### config.mk
export PLATFORM = sky130hd
export DESIGN_NAME = deco_anillo
export DESIGN_NICKNAME = d
export VERILOG_FILES = /design/src/rtl/deco_anillo_pkg.sv /design/src/rtl/deco_anillo_prescaler.sv /design/src/rtl/deco_anillo.sv
export SDC_FILE = /design/constraint.sdc
export NUM_CORES = 1
export LEC_CHECK = 0
export CORE_AREA = 2 2 39 41
export CTS_BUF_LIST = sky130_fd_sc_hd__clkbuf_2 sky130_fd_sc_hd__clkbuf_4 sky130_fd_sc_hd__clkbuf_8
export CTS_CLUSTER_DIAMETER = 150
export CTS_CLUSTER_SIZE = 12
export DETAILED_ROUTE_END_ITERATION = 12
export DIE_AREA = 0 0 41 43
export GPL_TIMING_DRIVEN = 0
export HOLD_SLACK_MARGIN = 0.15
export PLACE_DENSITY_LB_ADDON = 0.25
export SLEW_MARGIN = 40
export SYNTH_ARGS = -nofsm -noshare
export SYNTH_HDL_FRONTEND = slang
export SYNTH_HIERARCHICAL = 1
export SYNTH_SLANG_ARGS = --single-unit
### constraint.sdc
create_clock -name i_Clk -period 2.05 [get_ports i_Clk]
set_clock_uncertainty 0.2 [all_clocks]
set_input_delay 0.3075 -clock i_Clk [delete_from_list [all_inputs] [get_ports i_Clk]]
set_output_delay 0.3075 -clock i_Clk [all_outputs]
set_load 0.01 [all_outputs]
### src/rtl/deco_anillo_pkg.sv
// Shared constants for the four-digit ring scan decoder.
package deco_anillo_pkg;
  localparam int               NUM_DIGITS  = 4;
  localparam int               SEL_W       = 2;
  localparam logic [NUM_DIGITS-1:0] ANODE_RESET = 4'b0111;
  localparam logic [NUM_DIGITS-1:0] ANODE_OFF   = 4'b1111;
endpackage

### src/rtl/deco_anillo_prescaler.sv
// Scan-rate prescaler: counts 0..DIV-1 and pulses i_Tick for one cycle at DIV-1.
// With DIV=1 the count never leaves 0, so the tick is permanently high.
module deco_anillo_prescaler #(
  parameter int DIV = 1
) (
  input  logic i_Clk,
  input  logic i_Reset,
  output logic o_Tick
);
  localparam int CNT_W = (DIV > 1) ? $clog2(DIV) : 1;

  logic [CNT_W-1:0] r_cnt;
  logic             w_last;

  assign w_last = (r_cnt == CNT_W'(DIV - 1));
  assign o_Tick = w_last;

  // Free-running modulo-DIV counter, cleared by reset and after the last count.
  always_ff @(posedge i_Clk) begin
    if (i_Reset)     r_cnt <= '0;
    else if (w_last) r_cnt <= '0;
    else             r_cnt <= r_cnt + CNT_W'(1);
  end
endmodule

### src/rtl/deco_anillo.sv
// Four-digit ring-counter anode scanner for a common-anode 7-segment display.
// Optional macro DECO_ANILLO_BLANK_EN adds i_Blank, which forces every anode
// off combinationally while the scan keeps running underneath.
module deco_anillo
  import deco_anillo_pkg::*;
#(
  parameter int DIV = 1
) (
  input  logic                  i_Clk,
  input  logic                  i_Reset,
`ifdef DECO_ANILLO_BLANK_EN
  input  logic                  i_Blank,
`endif
  output logic [SEL_W-1:0]      o_Sel,
  output logic [NUM_DIGITS-1:0] o_Anodos
);
  logic                  w_tick;
  logic [NUM_DIGITS-1:0] r_ring;
  logic [SEL_W-1:0]      r_sel;

  deco_anillo_prescaler #(.DIV(DIV)) u_prescaler (
    .i_Clk   (i_Clk),
    .i_Reset (i_Reset),
    .o_Tick  (w_tick)
  );

  // Ring and index advance together on each tick so they can never disagree;
  // the ring rotates right (0111 -> 1011 -> ...) and sel wraps 3 -> 0 with it.
  always_ff @(posedge i_Clk) begin
    if (i_Reset) begin
      r_ring <= ANODE_RESET;
      r_sel  <= '0;
    end else if (w_tick) begin
      r_ring <= {r_ring[0], r_ring[NUM_DIGITS-1:1]};
      r_sel  <= r_sel + SEL_W'(1);
    end
  end

  assign o_Sel = r_sel;

`ifdef DECO_ANILLO_BLANK_EN
  assign o_Anodos = i_Blank ? ANODE_OFF : r_ring;
`else
  assign o_Anodos = r_ring;
`endif
endmodule

==> results.py <==
metrics = {
    "worst_setup_path": {
        "startpoint": "o_Sel[0]",
        "cp.required_ns": 1.54,
        "reg2reg_depth": 4,
        "crit_buf_inv": 1,
        "crit_family": "buffers and inverters",
        "cp-endpoint": "o_Sel[0]",
        "path_cells": "clkdlybuf4s50_1",
        "worstSetupStartpointType": "flop",
        "cp_max_fo": 4,
        "reg2reg_from": "u_prescaler/r_cnt",
        "slowest_delay_ns": 0.56,
        "reg2reg_to": "o_Anodos[2]",
        "setup.worst_path.end_class": "output pin",
        "worstPathArrival_ns": 1.20,
        "slowest_stage": "clkdlybuf4s50_1",
        "worst-setup-path-type": "flop to output pin",
        "r2r_slack_ns": 1.00,
        "cp.depth": 1,
    },
    "die": {
        "fp.dieH_um": 43,
        "initial_core_util_pct": 19.1,
        "die_w_um": 41,
        "io_pins": 8,
        "row_count": 14,
        "dieArea_sq_um": 1760,
        "core-area_sq_um": 1380,
    },
    "final_layout": {
        "nNetsFinal": 37,
        "finalInstanceArea_sq_um": 384,
        "syn_to_final_growth_pct": 45.5,
        "num_antenna_cells": 0,
        "multiInputGateArea_sq_um": 109,
        "final_cells": 50,
        "layout_common_cells": "clkdlybuf4s50_1 (7), dfxtp_1 (7), clkbuf_4 (4)",
        "regArea_sq_um": 140,
        "fillers": 152,
        "final_util_pct": 27.8,
        "drive_above_1_share_pct": 26.5,
    },
    "power": {
        "p_int_mw": 0.265,
        "net-switching-power_mw": 0.0735,
        "pwr-share-clk_pct": 39.7,
        "powerDensity_nw_per_um2": 882,
        "comb_power_share_pct": 14.7,
        "switching_share_pct": 21.7,
        "power.leakage_nw": 0.159,
        "vdd_drop_max_uv": 324,
        "seqPwrFrac_pct": 45.6,
        "finalPower_mw": 0.339,
    },
    "sta": {
        "finalSetupViolations": 0,
        "hold_viol_final": 0,
        "fin_crit_ns": 1.70,
        "worst_slack_ns": 0.345,
        "rsz0062_at_grt": "false",
        "slew_viol_final": 0,
        "timing.fmax_mhz": 587,
        "holdWs_ns": 0.291,
        "min_period_over_period_pct": 83.2,
        "setup_tns_ns": 0,
    },
    "synth": {
        "synth_top_area_cell": "dfxtp_1",
        "yosysWarnings": 6,
        "synth_top_area_share_pct": 53.1,
        "synth_xor_area_share_pct": 3.32,
        "synth_seq_area_share_pct": 53.1,
        "avgSynthCellArea_sq_um": 11.5,
        "synthCells": 23,
        "yosysUniqueCellTypes": 12,
        "syn-num-nets": 25,
        "ys_seq_elements": 7,
        "synth_top_family_by_area": "compound AO/OA/AOI/OAI gates",
        "synth_compound_area_share_pct": 17.1,
        "synthAdderAreaFrac_pct": 0,
        "syn_area_sq_um": 264,
        "synthSimpleGateAreaFrac_pct": 15.6,
        "yosys-top-cells-area": "dfxtp_1 (53%), a211o_1 (10%), nor2b_2 (10%)",
        "synth_mux_area_share_pct": 3.79,
    },
    "clock_network": {
        "numClockSinks": 7,
        "clockRootBuffer": "clkbuf_4",
        "clk_latency_ns": 0.25,
        "path_clk_slew_ns": 0.05,
        "tritoncts": "built",
        "h-tree-depth": 1,
        "cts.hold.buffers_added": 0,
        "postCtsSetupBuffers": 0,
        "clockBufferDepth": 2,
        "cts_resized": 0,
        "cts_buffers": 3,
    },
    "grt": {
        "grt_usage_pct": 6.75,
        "first_global_vias": 169,
        "overflow": 0,
        "antenna_found_initial": 0,
        "grt_pass1_wl_um": 696,
        "grt_max_degree": 11,
    },
    "detailed_routing": {
        "vias": 197,
        "drc_errors": 0,
        "avgViaCountPerCell": 3.94,
        "avgRoutedWirePerCell_um": 8.84,
        "route.met3.wl_um": 71,
        "dr.pass1.iters": 2,
        "drt_iter0_markers": 3,
        "met1Wirelength_um": 185,
        "met2_length_um": 185,
        "drtAntennaViolNets": 0,
        "highest-signal-layer": "met3",
        "wirelength_um": 442,
    },
    "job": {
        "drv_cap": 0,
    },
    "place": {
        "pre_cts_ws_ns": 0.587,
        "io_buffers": 7,
        "dp.cells": 46,
        "place_area_sq_um": 354,
        "gp_congestion": 0.562,
    },
    "status": {
        "outcome": "finished clean",
    },
    "hold_path": {
        "hold_path_class": "flop to flop",
        "min_from": "o_Anodos[1]",
    },
}
## kinds of logic (layout without fill, tap and decap cells)
logic type / Yosys count / after routing
AND/OR/NAND/NOR: 6 / 6
buffers and inverters: 2 / 13
flip-flops: 7 / 7
XOR/XNOR: 1 / 1
multiplexers: 1 / 1
other: 1 / 1
AO/OA/AOI/OAI: 5 / 5
## cell type report
| cell class | instances | share of cell area, % |
|---|---|---|
| Inverter | 1 | 0.977 |
| Multi-Input combinational cell | 14 | 28.3 |
| Clock buffer | 4 | 7.82 |
| Buffer | 1 | 2.93 |
| Tap cell | 16 | 5.21 |
| Sequential cell | 7 | 36.5 |
| Timing Repair Buffer | 7 | 18.2 |
## sequential cells by signal, summed over array words and instances, names as in the netlist
register,cells
o_Anodos,4
o_Sel,2
u_prescaler/r_cnt,1
## cells in the mapped netlist
cell	count
conb_1	1
xnor2_1	1
mux2i_1	1
a21oi_2	1
dfxtp_1	7
nor2_1	2
a21bo_1	1
a211o_1	3
nor2b_2	3
buf_6	1
inv_1	1
nand3b_1	1
## power by group through the flow
stage                     clock network (mW)  logic [mW]  registers [mW]
after floorplan                            0      0.0218           0.161
after global placement                     0      0.0493           0.156
after detailed placement                   0      0.0501           0.157
after CTS                              0.143      0.0505           0.154
after global routing                   0.149      0.0544           0.156
final                                  0.134      0.0496           0.155
## how the worst min path moves through the flow
stage	to	slack, ns	cells after the start
after floorplan	o_Sel[1]	0.17	1
after global placement	o_Anodos[0]	0.27	1
after detailed placement	o_Anodos[0]	0.28	1
after CTS	o_Anodos[0]	0.30	1
after global routing	o_Anodos[2]	0.31	1
final	o_Anodos[0]	0.29	1
## routing by layer
layer | track usage [%] | vias up
met4 | 4.00 | 0
met3 | 7.85 | 0
met1 | 7.17 | 88
met5 | 0 | -
met2 | 7.50 | 10
li1 | - | 99
Power figures use the tool's default switching activity.
